### src/rtl/puf_response_reader_pkg.sv
`default_nettype none
// ============================================================================
// Module      : puf_response_reader_pkg
// Description : Shared types and defaults for the PUF response reader.
//               Provides the sweep FSM state encoding, default parameter
//               values and legality helpers used by the elaboration check.
// Revision    : 1.0 - initial release
// ============================================================================
package puf_response_reader_pkg;

  localparam int DEF_CHAL_W        = 2;
  localparam int DEF_SETTLE_CYCLES = 8;
  localparam int DEF_VOTES         = 5;

  typedef enum logic [1:0] {
    S_IDLE   = 2'd0,
    S_SETTLE = 2'd1,
    S_SAMPLE = 2'd2,
    S_FINISH = 2'd3
  } state_t;

  // Majority voting needs an odd sample count so ties cannot happen.
  function automatic bit votes_ok(input int votes);
    return (votes >= 1) && (votes <= 15) && ((votes % 2) == 1);
  endfunction

  // The challenge must be stable long enough to pass the 2-flop synchroniser.
  function automatic bit settle_ok(input int settle_cycles);
    return settle_cycles >= 3;
  endfunction

endpackage
`default_nettype wire

### src/rtl/puf_response_reader_if.sv
`default_nettype none
// ============================================================================
// Module      : puf_response_reader_if
// Description : Consumer-side handshake of the PUF response reader.
//               start         : 1-cycle sweep request (master -> slave)
//               busy          : sweep in progress
//               done          : 1-cycle pulse, results valid from this cycle
//               response      : voted response word, bit i = challenge i
//               unstable_mask : bit i set when challenge i votes disagreed
// Revision    : 1.0 - initial release
// ============================================================================
interface puf_response_reader_if #(
  parameter int NUM_CHAL = 4
) ();

  logic                start;
  logic                busy;
  logic                done;
  logic [NUM_CHAL-1:0] response;
  logic [NUM_CHAL-1:0] unstable_mask;

  modport master (
    output start,
    input  busy,
    input  done,
    input  response,
    input  unstable_mask
  );

  modport slave (
    input  start,
    output busy,
    output done,
    output response,
    output unstable_mask
  );

endinterface
`default_nettype wire

### src/rtl/puf_response_reader_sync.sv
`default_nettype none
// ============================================================================
// Module      : puf_sync_2ff
// Description : Two-flop synchroniser for the asynchronous PUF output.
//               clk : sampling clock
//               rst : synchronous active-high reset, both flops clear to 0
//               d   : asynchronous input
//               q   : synchronised output (2-cycle latency)
// Revision    : 1.0 - initial release
// ============================================================================
module puf_sync_2ff (
  input  wire  clk,
  input  wire  rst,
  input  wire  d,
  output logic q
);

  logic meta;

  always_ff @(posedge clk) begin
    if (rst) begin
      meta <= 1'b0;
      q    <= 1'b0;
    end else begin
      meta <= d;
      q    <= meta;
    end
  end

endmodule
`default_nettype wire

### src/rtl/puf_response_reader.sv
`default_nettype none
// ============================================================================
// Module      : puf_response_reader
// Description : Sweeps every challenge of an arbiter PUF, holds each one for
//               SETTLE_CYCLES, majority-votes VOTES synchronised samples and
//               publishes the full response word with a one-cycle done pulse.
//               clk           : single clock
//               rst           : synchronous active-high reset
//               bus           : consumer handshake (start/busy/done/
//                               response/unstable_mask), slave side
//               puf_enable    : PUF enable, high while sweeping
//               puf_challenge : challenge driven to the PUF
//               puf_response  : asynchronous PUF output bit
// Revision    : 1.0 - initial release
// ============================================================================
module puf_response_reader
  import puf_response_reader_pkg::*;
#(
  parameter int CHAL_W        = DEF_CHAL_W,
  parameter int SETTLE_CYCLES = DEF_SETTLE_CYCLES,
  parameter int VOTES         = DEF_VOTES
) (
  input  wire                      clk,
  input  wire                      rst,
  puf_response_reader_if.slave     bus,
  output logic                     puf_enable,
  output logic [CHAL_W-1:0]        puf_challenge,
  input  wire                      puf_response
);

  localparam int NUM_CHAL = 1 << CHAL_W;
  localparam int CNT_W    = $clog2(VOTES + 1);
  localparam int SET_W    = $clog2(SETTLE_CYCLES + 1);

  // Refuse to build with parameters that would break voting or sync timing.
  if (!votes_ok(VOTES) || !settle_ok(SETTLE_CYCLES)) begin : g_param_check
    $fatal(1, "puf_response_reader: VOTES must be odd in 1..15 and SETTLE_CYCLES >= 3");
  end

  state_t              state,        state_nx;
  logic [CHAL_W-1:0]   chal,         chal_nx;
  logic [SET_W-1:0]    settle_cnt,   settle_nx;
  logic [CNT_W-1:0]    vote_cnt,     vote_nx;
  logic [CNT_W-1:0]    ones_cnt,     ones_nx;
  logic [NUM_CHAL-1:0] shadow_resp,  shadow_resp_nx;
  logic [NUM_CHAL-1:0] shadow_unst,  shadow_unst_nx;
  logic [NUM_CHAL-1:0] resp_q,       resp_nx;
  logic [NUM_CHAL-1:0] unst_q,       unst_nx;

  logic                sync_bit;
  logic [CNT_W-1:0]    ones_total;
  logic                vote_bit;
  logic                vote_unst;

  puf_sync_2ff u_sync (
    .clk (clk),
    .rst (rst),
    .d   (puf_response),
    .q   (sync_bit)
  );

  // Outputs are plain decodes of registered state, so they are glitch-free
  // and line up exactly with the state they describe.
  assign bus.busy          = (state == S_SETTLE) || (state == S_SAMPLE);
  assign bus.done          = (state == S_FINISH);
  assign bus.response      = resp_q;
  assign bus.unstable_mask = unst_q;
  assign puf_enable        = (state == S_SETTLE) || (state == S_SAMPLE);
  assign puf_challenge     = chal;

  always_ff @(posedge clk) begin
    if (rst) begin
      state       <= S_IDLE;
      chal        <= '0;
      settle_cnt  <= '0;
      vote_cnt    <= '0;
      ones_cnt    <= '0;
      shadow_resp <= '0;
      shadow_unst <= '0;
      resp_q      <= '0;
      unst_q      <= '0;
    end else begin
      state       <= state_nx;
      chal        <= chal_nx;
      settle_cnt  <= settle_nx;
      vote_cnt    <= vote_nx;
      ones_cnt    <= ones_nx;
      shadow_resp <= shadow_resp_nx;
      shadow_unst <= shadow_unst_nx;
      resp_q      <= resp_nx;
      unst_q      <= unst_nx;
    end
  end

  always_comb begin
    state_nx       = state;
    chal_nx        = chal;
    settle_nx      = settle_cnt;
    vote_nx        = vote_cnt;
    ones_nx        = ones_cnt;
    shadow_resp_nx = shadow_resp;
    shadow_unst_nx = shadow_unst;
    resp_nx        = resp_q;
    unst_nx        = unst_q;

    // Vote includes the sample taken in the current cycle, so the decision
    // is ready on the edge that ends the last sample cycle.
    ones_total = ones_cnt + CNT_W'(sync_bit);
    vote_bit   = ones_total > CNT_W'(VOTES / 2);
    vote_unst  = (ones_total != '0) && (ones_total != CNT_W'(VOTES));

    case (state)
      S_IDLE: begin
        if (bus.start) begin
          state_nx       = S_SETTLE;
          chal_nx        = '0;
          settle_nx      = '0;
          vote_nx        = '0;
          ones_nx        = '0;
          shadow_resp_nx = '0;
          shadow_unst_nx = '0;
        end
      end

      S_SETTLE: begin
        if (settle_cnt == SET_W'(SETTLE_CYCLES - 1)) begin
          state_nx  = S_SAMPLE;
          settle_nx = '0;
        end else begin
          settle_nx = settle_cnt + 1'b1;
        end
      end

      S_SAMPLE: begin
        ones_nx = ones_total;
        if (vote_cnt == CNT_W'(VOTES - 1)) begin
          shadow_resp_nx[chal] = vote_bit;
          shadow_unst_nx[chal] = vote_unst;
          vote_nx              = '0;
          ones_nx              = '0;
          if (chal == {CHAL_W{1'b1}}) begin
            // Publish the complete word in one step so consumers never see
            // a partially updated response.
            state_nx = S_FINISH;
            chal_nx  = '0;
            resp_nx  = shadow_resp_nx;
            unst_nx  = shadow_unst_nx;
          end else begin
            state_nx = S_SETTLE;
            chal_nx  = chal + 1'b1;
          end
        end else begin
          vote_nx = vote_cnt + 1'b1;
        end
      end

      S_FINISH: begin
        state_nx = S_IDLE;
      end

      default: begin
        state_nx = S_IDLE;
      end
    endcase
  end

endmodule
`default_nettype wire

### src/flat_wrapper.sv
// flat-port wrapper written by rule: the top's interface ports become plain ports
module puf_response_reader_flat import puf_response_reader_pkg::*;
#(
  parameter int CHAL_W        = DEF_CHAL_W,
  parameter int SETTLE_CYCLES = DEF_SETTLE_CYCLES,
  parameter int VOTES         = DEF_VOTES
)
  (clk, rst, puf_enable, puf_challenge, puf_response, bus_start, bus_busy, bus_done, bus_response, bus_unstable_mask);
  puf_response_reader_if #(.NUM_CHAL(4)) bus_i ();
  input  wire clk;
  input  wire rst;
  output logic puf_enable;
  output logic [CHAL_W-1:0] puf_challenge;
  input  wire puf_response;
  input wire logic [$bits(bus_i.start)-1:0] bus_start;
  output wire logic [$bits(bus_i.busy)-1:0] bus_busy;
  output wire logic [$bits(bus_i.done)-1:0] bus_done;
  output wire logic [$bits(bus_i.response)-1:0] bus_response;
  output wire logic [$bits(bus_i.unstable_mask)-1:0] bus_unstable_mask;
  assign bus_i.start = bus_start;
  assign bus_busy = bus_i.busy;
  assign bus_done = bus_i.done;
  assign bus_response = bus_i.response;
  assign bus_unstable_mask = bus_i.unstable_mask;
  puf_response_reader #(.CHAL_W(CHAL_W), .SETTLE_CYCLES(SETTLE_CYCLES), .VOTES(VOTES)) u_core (.clk(clk), .rst(rst), .bus(bus_i), .puf_enable(puf_enable), .puf_challenge(puf_challenge), .puf_response(puf_response));
endmodule
### config.mk
export PLATFORM = sky130hd
export DESIGN_NAME = puf_response_reader_flat
export DESIGN_NICKNAME = d
export VERILOG_FILES = /design/src/rtl/puf_response_reader_pkg.sv /design/src/rtl/puf_response_reader_if.sv /design/src/rtl/puf_response_reader_sync.sv /design/src/rtl/puf_response_reader.sv /design/src/flat_wrapper.sv
export SDC_FILE = /design/constraint.sdc
export NUM_CORES = 1
export LEC_CHECK = 0
export BUFFER_PORTS_ARGS = -buffer_cell sky130_fd_sc_hd__buf_4
export CAP_MARGIN = 25
export CORE_MARGIN = 2
export CORE_UTILIZATION = 65
export CTS_BUF_LIST = sky130_fd_sc_hd__clkbuf_8
export DETAILED_ROUTE_END_ITERATION = 10
export PLACE_DENSITY = 0.85
export SLEW_MARGIN = 20
export SYNTH_ARGS = -nofsm -noshare
export SYNTH_HDL_FRONTEND = slang
export SYNTH_HIERARCHICAL = 1
export SYNTH_SLANG_ARGS = --single-unit
### constraint.sdc
create_clock -name clk -period 4.64 [get_ports clk]
set_input_delay 1.16 -clock clk [delete_from_list [all_inputs] [get_ports clk]]
set_output_delay 1.16 -clock clk [all_outputs]
set_load 0.01 [all_outputs]
# [After elaboration in Yosys (flattened, before gate mapping)]
# Cells that the tools add are included.
[word_totals] elab_cells=65 reg_bits=32 output_inout_bits=13 inputBits=4
[op_classes] add_sub_neg=4 n_lt_le_gt_ge=3 mux=25 n_reduce_logical=12 n_eq_ne=10
[op_table] op="$pmux 4 s2" count=3
[op_table] op="$mux 4" count=4
[op_table] op="$mux 2" count=7
[op_table] op="$pmux 3 s2" count=2
[op_table] op="$mux 3" count=3
[op_table] op="$reduce_and 3->1" count=3
[op_table] op="$bwmux 4" count=2
[op_table] op="$pmux 2 s4" count=1
[op_table] op="$eq 2x2->1 const B" count=3
[op_table] op="$ne 2x2->1 const B" count=3
[op_table] op="$add 4x1->4 const B" count=1
[op_table] op="$eq 4x3->1 const B" count=1
[op_table] op="$pmux 2 s2" count=1
[op_table] op="$reduce_and 2->1" count=2
[op_table] op="$reduce_bool 2->1" count=2
[op_table] op="$add 3x1->3" count=1
[op_table] op="$add 3x1->3 const B" count=1
[op_table] op="$eq 3x3->1 const B" count=1
[op_table] op="$gt 3x2->1 const B" count=1
[op_table] op="$lt 2x3->1 const B" count=1
[op_table] op="$ne 3x3->1 const B" count=1
[op_table] op="$reduce_bool 3->1" count=1
[op_table] op="$add 2x1->2 const B" count=1
[op_table] op="$demux 1 s2" count=1
[op_table] op="6 further kinds" count=7

# [Logic depth before layout (Yosys ltp)]
# Gate-level depths: netlist of run 1.
[depth] depth_word=7 ltp_mapped=6 depth_no_buf=5

# [Cells and area by module]
# Netlist of run 1, hierarchy kept.
[modules_own_cells] module="puf_response_reader" area_each_um2=1584.0 cells_each=168 instances=1 seq_area_each_um2=560.5
[modules_own_cells] module="puf_sync_2ff" area_each_um2=52.6 cells_each=4 instances=1 seq_area_each_um2=40.0

# [Least setup slack after synthesis of run 1]
# OpenSTA, ideal clock, no wires.
[synth_path] path_kind="register to output" startpoint="register u_core.state[0]" endpoint="output port puf_enable" stages_incl_launch_ff=4 path_buffers=1 slack_ps=2546 t_arrival_ps=934 required_time_ps=3480 cell_sequence="dfxtp_1 inv_1 ha_1 buf_4"
[synth_between] elab_chain_cells=2 elab_cells_between_ends=3 cone_classes="eq/ne (2); reduce/logical (1)"
[synth_rtl] item="start: declaration" line_no="puf_response_reader.sv:40" rtl="state_t state, state_nx;"
[synth_rtl] item="start signal: assignment" line_no="puf_response_reader.sv:83" rtl="state <= state_nx;"
[synth_rtl] item="$eq 2x1->1 / $eq 2x2->1 (equally long branches)"
[synth_rtl] item="$logic_or 1x1->1 *"
[synth_rtl] item="end: declaration" line_no="flat_wrapper.sv:12" rtl="output logic puf_enable;"
# Mark *: on every way between the ends. The rest lies on a longest branch, timed or not.

# [Worst setup path in the final report of run 1]
[layout_path] startpoint="register u_core.state[0]" endpoint="output port bus_busy"
[layout_between] elab_chain_cells=2 elab_cells_between_ends=3 cone_classes="eq/ne (2); reduce/logical (1)"
[layout_rtl] item="$eq 2x1->1 / $eq 2x2->1 (equally long branches)" line_no="puf_response_reader.sv:64" rtl="assign bus.busy = (state == S_SETTLE) || (state == S_SAMPLE);"
[layout_rtl] item="$logic_or 1x1->1 *" line_no="puf_response_reader.sv:64"
[layout_rtl] item="end: declaration" line_no="flat_wrapper.sv:16" rtl="output wire logic [$bits(bus_i.busy)-1:0] bus_busy;"
# Marks and branches as above.

==> results.json, run 1 <==
{
  "grt_usage": 0.269,
  "syn-cell-area_mm2": 0.00164,
  "async_flop_share": 0,
  "ioPinCount": 17,
  "wl_met3_um": 164,
  "drc_errors": 0,
  "cts_sinks": 30,
  "ctsHtreeMaxLevel": 2,
  "synth_top_cell_by_area": "dfxtp_1",
  "hpwl_mm": 2.37,
  "antenna_found_initial": 0,
  "min_period_ns": 2.43,
  "syn_nets": 191,
  "synthTopCellsByCount": "dfxtp_1 (30), ha_1 (15), nand2_1 (13), inv_1 (12), nand3_1 (8)",
  "crit_required_ns": 3.48,
  "clock_tree.buffer_depth": 2,
  "cap_violations": 0,
  "ctsResizeCount": 0,
  "power.density_mw_per_mm2": 371,
  "rsz0062_at_grt": "false",
  "critPathArrivalTime_ns": 1.27,
  "die_w_um": 54.2,
  "register_area_um2": 601,
  "antenna_left": 0,
  "yosysWarnings": 6,
  "clkSlewWorstSetupHoldPaths_ns": 0.06,
  "post_cts_buffers": 0,
  "syn_inst": 172,
  "cts_buffers": 5,
  "port-buffer-count": 16,
  "end_kind": "primary output",
  "dr.pass1.iters": 4,
  "final-setup-viol-count": 0,
  "fin_nets": 203,
  "leakage_uw": 0.000685,
  "gp_congestion": 0.806,
  "post-route-period-util": 0.523,
  "wl_met1_mm": 1.57,
  "dieHeight_um": 54.2,
  "vias_per_cell": 6.32,
  "cts_hold_buf": 0,
  "drive_gt1_frac": 0.163,
  "critical_path_peak_fanout": 4,
  "place_inst": 207,
  "die_area_mm2": 0.00293,
  "slew_headroom": 0.490,
  "fillers": 179,
  "grt_max_degree": 25,
  "clock_latency_ns": 0.28,
  "max_freq_mhz": 412,
  "synth_top_area_share": 0.367,
  "timing_worst_setup_path_type": "flop to primary output",
  "final.setup.tns_ns": 0,
  "grt_pass1_wl_mm": 5.62,
  "ys_types": 48,
  "synth_most_common_cell": "dfxtp_1",
  "finalWirelength_mm": 3.46,
  "hold_viol": 0,
  "via_count": 1353,
  "antennaDiodeCount": 0,
  "ir_worst_vdd_mv": 0.367,
  "grt-ovfl-total": 0,
  "core_area_mm2": 0.00243,
  "drtIter0Drc": 59,
  "synth_seq_cells": 30,
  "syn_area_per_cell_um2": 9.51,
  "dr.max_layer_used": "met4",
  "wl_per_cell_um": 16.2,
  "instances_no_fill": 214,
  "status": "finished, final reports clean",
  "start_kind": "flop",
  "cts_root_buf": "clkbuf_8",
  "route.met2.wl_mm": 1.70,
  "cts_tree": "yes",
  "seq_area_frac_synth": 0.367,
  "synth-main-ff-cell": "dfxtp_1",
  "start_util": 0.673,
  "synth_edf_count": 0,
  "slew_violations": 0,
  "finClkSkew_ns": 0.00765,
  "area_growth_pct": 10.4,
  "multi_input_area_um2": 921,
  "worst_slew_pin_slew_ns": 0.750,
  "grt_pass1_vias": 1252,
  "r2r_slack_ns": 2.61,
  "hp-class": "flop to flop",
  "rows": 18,
  "ys_top_cells_by_area": "dfxtp_1 (37%), ha_1 (11%), o221ai_1 (3.2%)"
}
-- per-layer routing --
metal,up-vias,GRT usage
met1,638,0.326
met5,-,0
met3,3,0.0944
met2,41,0.434
li1,671,-
met4,0,0.104
-- final timing paths --
path,cells after the start,end,from
max,3,bus_busy,u_core/state[0]$_SDFFE_PP0P_
min,1,u_core/u_sync/q$_SDFF_PP0_,u_core/u_sync/meta$_SDFF_PP0_
max reg2reg,5,u_core/puf_challenge[1]$_SDFFE_PP0P_,u_core/state[0]$_SDFFE_PP0P_
min reg2reg,1,u_core/u_sync/q$_SDFF_PP0_,u_core/u_sync/meta$_SDFF_PP0_
-- power by group --
part | switching, uW | internal [uW] | total [uW]
registers | 13.1 | 270 | 283
logic | 123 | 70.3 | 193
clock network | 94.4 | 100 | 195
total | 230 | 440 | 671
-- registers in the layout, summed over array words and instances (netlist names) --
name,cells
u_core/u_sync/q,1
u_core/shadow_unst,3
u_core/bus.response,4
u_core/ones_cnt,3
u_core/u_sync/meta,1
u_core/state,2
u_core/vote_cnt,3
u_core/puf_challenge,2
u_core/settle_cnt,4
u_core/bus.unstable_mask,4
u_core/shadow_resp,3
-- cells by family after synthesis --
family / share of synthesized area
compound gates: 0.253
simple gates: 0.154
flops: 0.367
buf+inv: 0.0703
fa+ha+maj: 0.115
mux: 0.0206
xor+xnor: 0.0206
-- through the flow --
step | util | total power, uW | hold slack (ns) | area [um2] | setup WS [ns]
2_1_floorplan | - | 445 | 0.414 | 1640 | 2.55
3_5_place_dp | 0.710 | 479 | 0.425 | 1730 | 2.24
5_1_grt | 0.743 | 705 | 0.480 | 1810 | 2.15
4_1_cts | 0.743 | 672 | 0.438 | 1810 | 2.22
6_report | 0.743 | 671 | 0.435 | 1810 | 2.21
3_3_place_gp | 0.710 | 466 | 0.420 | 1730 | 2.33
-- final cells by class --
class / instances / share of cell area
Clock inverter: 2 / 0.00554
Timing Repair Buffer: 16 / 0.0665
Multi-Input combinational cell: 118 / 0.510
Tap cell: 30 / 0.0208
Sequential cell: 30 / 0.332
Clock buffer: 5 / 0.0381
Inverter: 13 / 0.0270
-- worst max-delay path, cell delays in order (launching register included) --
cell,delay (ns)
dfxtp_1,0.40
inv_1,0.12
ha_1,0.32
buf_4,0.15
-- cell usage in the layout, fill, tap and decap left out, drive strengths merged, types with 2 or more instances in the layout --
cell type,netlist,routed
ha,15,15
clkinv,0,2
o21ai,4,4
nand4b,4,4
o311ai,3,3
nand2,13,13
o221ai,6,6
a31oi,3,3
nand4,2,2
o21bai,3,3
nor3,2,2
nand3,8,8
clkbuf,6,5
mux2i,3,3
a311oi,4,4
buf,4,16
o2111ai,4,4
dfxtp,30,30
o211ai,6,6
inv,13,13
a31o,3,3
a32oi,4,4
a21oi,3,3
nor2b,3,3
a211oi,3,3
nor2,7,7
Note: power is estimated with default switching activity, not from simulation.
==> inputs of run 2 (changes only) <==
--- a/config.mk
+++ b/config.mk
@@ -8,10 +8,10 @@
 export BUFFER_PORTS_ARGS = -buffer_cell sky130_fd_sc_hd__buf_4
 export CAP_MARGIN = 25
 export CORE_MARGIN = 2
-export CORE_UTILIZATION = 65
+export CORE_UTILIZATION = 60
 export CTS_BUF_LIST = sky130_fd_sc_hd__clkbuf_8
 export DETAILED_ROUTE_END_ITERATION = 10
-export PLACE_DENSITY = 0.85
+export PLACE_DENSITY = 0.79
 export SLEW_MARGIN = 20
 export SYNTH_ARGS = -nofsm -noshare
 export SYNTH_HDL_FRONTEND = slang
==> constraint.sdc (replaced) <==
create_clock -name clk -period 2.35 [get_ports clk]
set_input_delay 0.5875 -clock clk [delete_from_list [all_inputs] [get_ports clk]]
set_output_delay 0.5875 -clock clk [all_outputs]
set_load 0.01 [all_outputs]
==> results.json, run 2 (same netlist as run 1, synthesis figures left out) <==
{
  "status": "finished, final reports clean",
  "die_w_um": 56.2,
  "clock_latency_ns": 0.28,
  "port-buffer-count": 16,
  "min_period_ns": 2.05,
  "power.density_mw_per_mm2": 795,
  "core_area_mm2": 0.00252,
  "clkSlewWorstSetupHoldPaths_ns": 0.07,
  "gp_congestion": 0.833,
  "post-route-period-util": 0.873,
  "place_area_mm2": 0.00174,
  "max_freq_mhz": 487,
  "antenna_found_initial": 0,
  "hp-class": "flop to flop",
  "cap_violations": 0,
  "crit_required_ns": 2.58,
  "grt_pass1_vias": 1320,
  "p_seq_frac": 0.380,
  "worst_slew_pin_slew_ns": 0.656,
  "via_count": 1421,
  "grt_pass1_wl_mm": 6.12,
  "critical_path_peak_fanout": 13,
  "p_total_uw": 1470,
  "hpwl_mm": 2.50,
  "instances_no_fill": 216,
  "grt_max_degree": 25,
  "rsz0062_at_grt": "false",
  "final_cell_mix": "dfxtp_1 (30), buf_4 (17), ha_1 (15), nand2_1 (13), inv_1 (12)",
  "drtIter0Drc": 88,
  "start_util": 0.649,
  "rows": 18,
  "layout_commonest_cell": "dfxtp_1",
  "finClkSkew_ns": 0.00318,
  "post_cts_buffers": 0,
  "wl_per_cell_um": 17.5,
  "timing_worst_setup_path_type": "flop to flop",
  "slew_violations": 0,
  "cts_root_buf": "clkbuf_8",
  "drive_gt1_frac": 0.172,
  "cts_sinks": 30,
  "ir_worst_vdd_mv": 0.883,
  "antennaDiodeCount": 0,
  "p_int_uw": 990,
  "ctsHtreeMaxLevel": 2,
  "clock_tree.buffer_depth": 2,
  "leakage_uw": 0.000704,
  "p_clk_frac": 0.349,
  "combPwrFrac": 0.270,
  "ctsResizeCount": 0,
  "switching_share": 0.324,
  "start_kind": "flop",
  "finalWirelength_mm": 3.78,
  "end_kind": "flop",
  "final.setup.tns_ns": 0,
  "p_sw_uw": 476,
  "slew_headroom": 0.560,
  "fin_util": 0.731,
  "place_inst": 208,
  "final-setup-viol-count": 0,
  "drc_errors": 0,
  "ioPinCount": 17,
  "final_area_mm2": 0.00184,
  "grt-ovfl-total": 0,
  "hold_viol": 0,
  "grt_usage": 0.250,
  "vias_per_cell": 6.58,
  "cts_tree": "yes",
  "antenna_left": 0,
  "cts_hold_buf": 0,
  "dr.pass1.iters": 4,
  "cts_buffers": 5,
  "dieHeight_um": 56.2,
  "critPathArrivalTime_ns": 2.28,
  "die_area_mm2": 0.00316,
  "fin_nets": 204,
  "area_growth_pct": 12.7
}
==> run 2: cell types whose count changed in the layout (fill, tap and decap cells not counted) <==
cell / delta
buf_4: +1
bufinv_16: +1
==> run 2: power by group through the flow <==
stage / Clock [uW] / Combinational (uW) / Sequential (uW)
5_1_grt: 533 / 435 / 560
3_3_place_gp: 0 / 371 / 566
6_report: 512 / 396 / 558
3_5_place_dp: 0 / 388 / 568
2_1_floorplan: 0 / 316 / 562
4_1_cts: 516 / 390 / 558
==> run 2: routing by layer <==
layer / GRT usage / wire, um / up-vias
met3: 0.0558 / 254 / 9
li1: - / - / 679
met1: 0.325 / 1720 / 677
met2: 0.395 / 1740 / 56
met4: 0.116 / 62 / 0
met5: 0 / 0 / -
==> run 2: layout make-up <==
class,count,area [um2]
repair buffers,17,128
inverters,13,48.8
flip-flops and latches,30,601
fillers,204,678
clock buffers,5,68.8
multi-input cells,118,921
clock inverters,3,40.0
well taps,30,37.5
==> run 2: stage by stage <==
stage	hold WS, ns	worst slack, ns
after detailed placement	0.426	0.361
after global placement	0.431	0.427
after global routing	0.467	0.146
after CTS	0.456	0.348
after floorplan	0.414	0.736
final	0.455	0.298
==> run 2: worst max-delay path: stages, from the launching register on <==
cell,delay (ns)
dfxtp_1,0.34
inv_1,0.13
ha_1,0.35
nand4_1,0.52
a311oi_1,0.50
a31o_1,0.16
==> run 2: worst paths after layout <==
path                                 start                                   to  slack [ns]  cells after the start
min          u_core/u_sync/meta$_SDFF_PP0_           u_core/u_sync/q$_SDFF_PP0_        0.45                      1
min reg2reg  u_core/u_sync/meta$_SDFF_PP0_           u_core/u_sync/q$_SDFF_PP0_        0.45                      1
max reg2reg   u_core/state[0]$_SDFFE_PP0P_  u_core/bus.response[2]$_SDFFE_PP0P_        0.30                      5
max           u_core/state[0]$_SDFFE_PP0P_  u_core/bus.response[2]$_SDFFE_PP0P_        0.30                      5
==> inputs of run 3 (changes only) <==
--- a/config.mk
+++ b/config.mk
@@ -5,6 +5,7 @@
 export SDC_FILE = /design/constraint.sdc
 export NUM_CORES = 1
 export LEC_CHECK = 0
+export ABC_AREA = 1
 export BUFFER_PORTS_ARGS = -buffer_cell sky130_fd_sc_hd__buf_4
 export CAP_MARGIN = 25
 export CORE_MARGIN = 2
==> results.json, run 3 <==
{
  "die_area_mm2": 0.00326,
  "grt_pass1_wl_mm": 5.04,
  "syn_nets": 261,
  "worst_path_largest_cell_delay_ns": 0.38,
  "ir_worst_vdd_mv": 0.582,
  "drtIter0Drc": 46,
  "grt_max_degree": 22,
  "r2r_slack_ns": 0.76,
  "fin_nets": 280,
  "wl_per_cell_um": 10.5,
  "final.setup.tns_ns": 0,
  "rsz0062_at_grt": "false",
  "hold_viol": 0,
  "antenna_found_initial": 0,
  "cts_root_buf": "clkbuf_8",
  "start_kind": "flop",
  "synth_edf_count": 0,
  "synthTopCellsByCount": "nand2_1 (80), dfxtp_1 (32), inv_1 (30), nor2_1 (25), nand3_1 (18)",
  "min_period_ns": 1.80,
  "synth_seq_cells": 32,
  "cts_tree": "yes",
  "crit_required_ns": 1.76,
  "port-buffer-count": 16,
  "final-setup-viol-count": 0,
  "antenna_left": 0,
  "r2r-start": "u_core/state[1]$_SDFFE_PP0P_",
  "die_w_um": 57.1,
  "slew_violations": 0,
  "clkSlewWorstSetupHoldPaths_ns": 0.06,
  "drive_gt1_frac": 0.138,
  "finalWirelength_mm": 3.06,
  "status": "finished, final reports clean",
  "cts_sinks": 32,
  "vias_per_cell": 4.88,
  "hpwl_mm": 2.23,
  "reg2reg_to": "u_core/puf_challenge[1]$_SDFFE_PP0P_",
  "synth_top_area_share": 0.379,
  "instances_no_fill": 292,
  "dr.pass1.iters": 4,
  "syn_area_per_cell_um2": 6.98,
  "max_freq_mhz": 555,
  "critical_path_peak_fanout": 5,
  "synth-main-ff-cell": "dfxtp_1",
  "worst_slew_pin_slew_ns": 0.368,
  "drc_errors": 0,
  "reg2regPathDepth": 7,
  "area_growth_pct": 13.5,
  "hold_depth": 2,
  "ys_types": 24,
  "synth_top_cell_by_area": "dfxtp_1",
  "cts_hold_buf": 0,
  "clock_tree.buffer_depth": 2,
  "grt-ovfl-total": 0,
  "async_flop_share": 0,
  "syn-cell-area_mm2": 0.00169,
  "seq_area_frac_synth": 0.379,
  "post_cts_buffers": 0,
  "end_kind": "primary output",
  "power.density_mw_per_mm2": 714,
  "start_util": 0.623,
  "final_cell_mix": "nand2_1 (80), dfxtp_1 (32), inv_1 (30), nor2_1 (25), nand3_1 (18)",
  "post-route-period-util": 0.766,
  "via_count": 1426,
  "syn_inst": 242,
  "timing_worst_setup_path_type": "flop to primary output",
  "leakage_uw": 0.000972,
  "grt_usage": 0.203,
  "ctsHtreeMaxLevel": 2,
  "worstHoldEndpoint": "u_core/u_sync/q$_SDFF_PP0_",
  "ioPinCount": 17,
  "gp_congestion": 0.802,
  "dieHeight_um": 57.1,
  "hp-class": "flop to flop",
  "slowest_stage": "dfxtp_1",
  "grt_pass1_vias": 1202,
  "slew_headroom": 0.754,
  "synth_most_common_cell": "nand2_1",
  "core_area_mm2": 0.00271,
  "cap_violations": 0,
  "clock_latency_ns": 0.27,
  "ctsResizeCount": 0,
  "ys_top_cells_by_area": "dfxtp_1 (38%), nand2_1 (18%), ha_1 (11%)",
  "layout_commonest_cell": "nand2_1",
  "finClkSkew_ns": 0.00410,
  "cts_buffers": 5,
  "hold_start": "u_core/u_sync/meta$_SDFF_PP0_",
  "rows": 19,
  "crit_chain": "inv_1 -> ha_1 -> buf_4",
  "place_inst": 285,
  "critPathArrivalTime_ns": 1.21,
  "yosysWarnings": 6,
  "antennaDiodeCount": 0
}
## run 3: cell count changes in the layout (fill, tap and decap cells not counted), sizes merged, moves of 4 or more
| cell | before | now |
|---|---|---|
| nand3 | 8 | 18 |
| a32oi | 4 | 0 |
| o21ai | 4 | 10 |
| nand2 | 13 | 82 |
| inv | 13 | 34 |
| o221ai | 6 | 0 |
| nand4b | 4 | 0 |
| a21oi | 3 | 12 |
| nor2 | 7 | 27 |
| a311oi | 4 | 0 |
| o2111ai | 4 | 0 |
| o211ai | 6 | 0 |
## run 3: per-layer routing
metal | wire length [um] | share of wire | track usage
met4 | 27 | 0.0088 | 0.0698
met1 | 1580 | 0.51 | 0.264
met2 | 1350 | 0.44 | 0.312
met5 | 0 | 0 | 0
met3 | 107 | 0.035 | 0.0748
## run 3: cell families (layout without fill, tap and decap cells)
logic type      count (synthesis)  after routing  share of synthesized area
xor+xnor                        1              1                    0.00519
simple gates                  132            132                      0.334
compound gates                 24             24                     0.0785
buf+inv                        38             57                     0.0918
flops                          32             32                      0.379
fa+ha+maj                      15             15                      0.111
## run 3: through the flow
stage | util | setup slack, ns | instance area, um2 | hold slack (ns) | total power (uW)
after global placement | 0.672 | 0.818 | 1820 | 0.389 | 935
after global routing | 0.707 | 0.472 | 1920 | 0.429 | 1460
after detailed placement | 0.672 | 0.772 | 1820 | 0.396 | 939
final | 0.707 | 0.549 | 1920 | 0.405 | 1370
after CTS | 0.707 | 0.533 | 1920 | 0.407 | 1390
after floorplan | - | 0.816 | 1690 | 0.388 | 863
## run 3: layout make-up
| cell class | count | area [um2] |
|---|---|---|
| Timing Repair Buffer | 16 | 120 |
| Sequential cell | 32 | 641 |
| Multi-Input combinational cell | 172 | 893 |
| Fill cell | 231 | 793 |
| Clock buffer | 7 | 96.3 |
| Inverter | 34 | 128 |
| Tap cell | 31 | 38.8 |
## run 3: power breakdown
group	switching, uW	internal [uW]
registers	21.7	564
logic	216	123
clock network	185	260
total	422	948
## run 3: worst max path at each step
stage / from / endpoint / slack [ns] / cells past startpoint
6_report: u_core/state[1]$_SDFFE_PP0P_ / bus_busy / 0.55 / 3
3_5_place_dp: u_core/state[1]$_SDFFE_PP0P_ / u_core/shadow_unst[3]$_SDFFE_PP0P_ / 0.77 / 7
5_1_grt: u_core/state[0]$_SDFFE_PP0P_ / puf_enable / 0.47 / 3
3_3_place_gp: u_core/state[1]$_SDFFE_PP0P_ / u_core/shadow_unst[3]$_SDFFE_PP0P_ / 0.82 / 7
2_1_floorplan: u_core/state[0]$_SDFFE_PP0P_ / puf_enable / 0.82 / 3
4_1_cts: u_core/state[1]$_SDFFE_PP0P_ / bus_busy / 0.53 / 3
## run 3: worst max-delay path: cells and delay by family, from the launching register on
family / cells / cell delay [ns]
buf+inv: 2 / 0.27
fa+ha+maj: 1 / 0.30
flops: 1 / 0.38
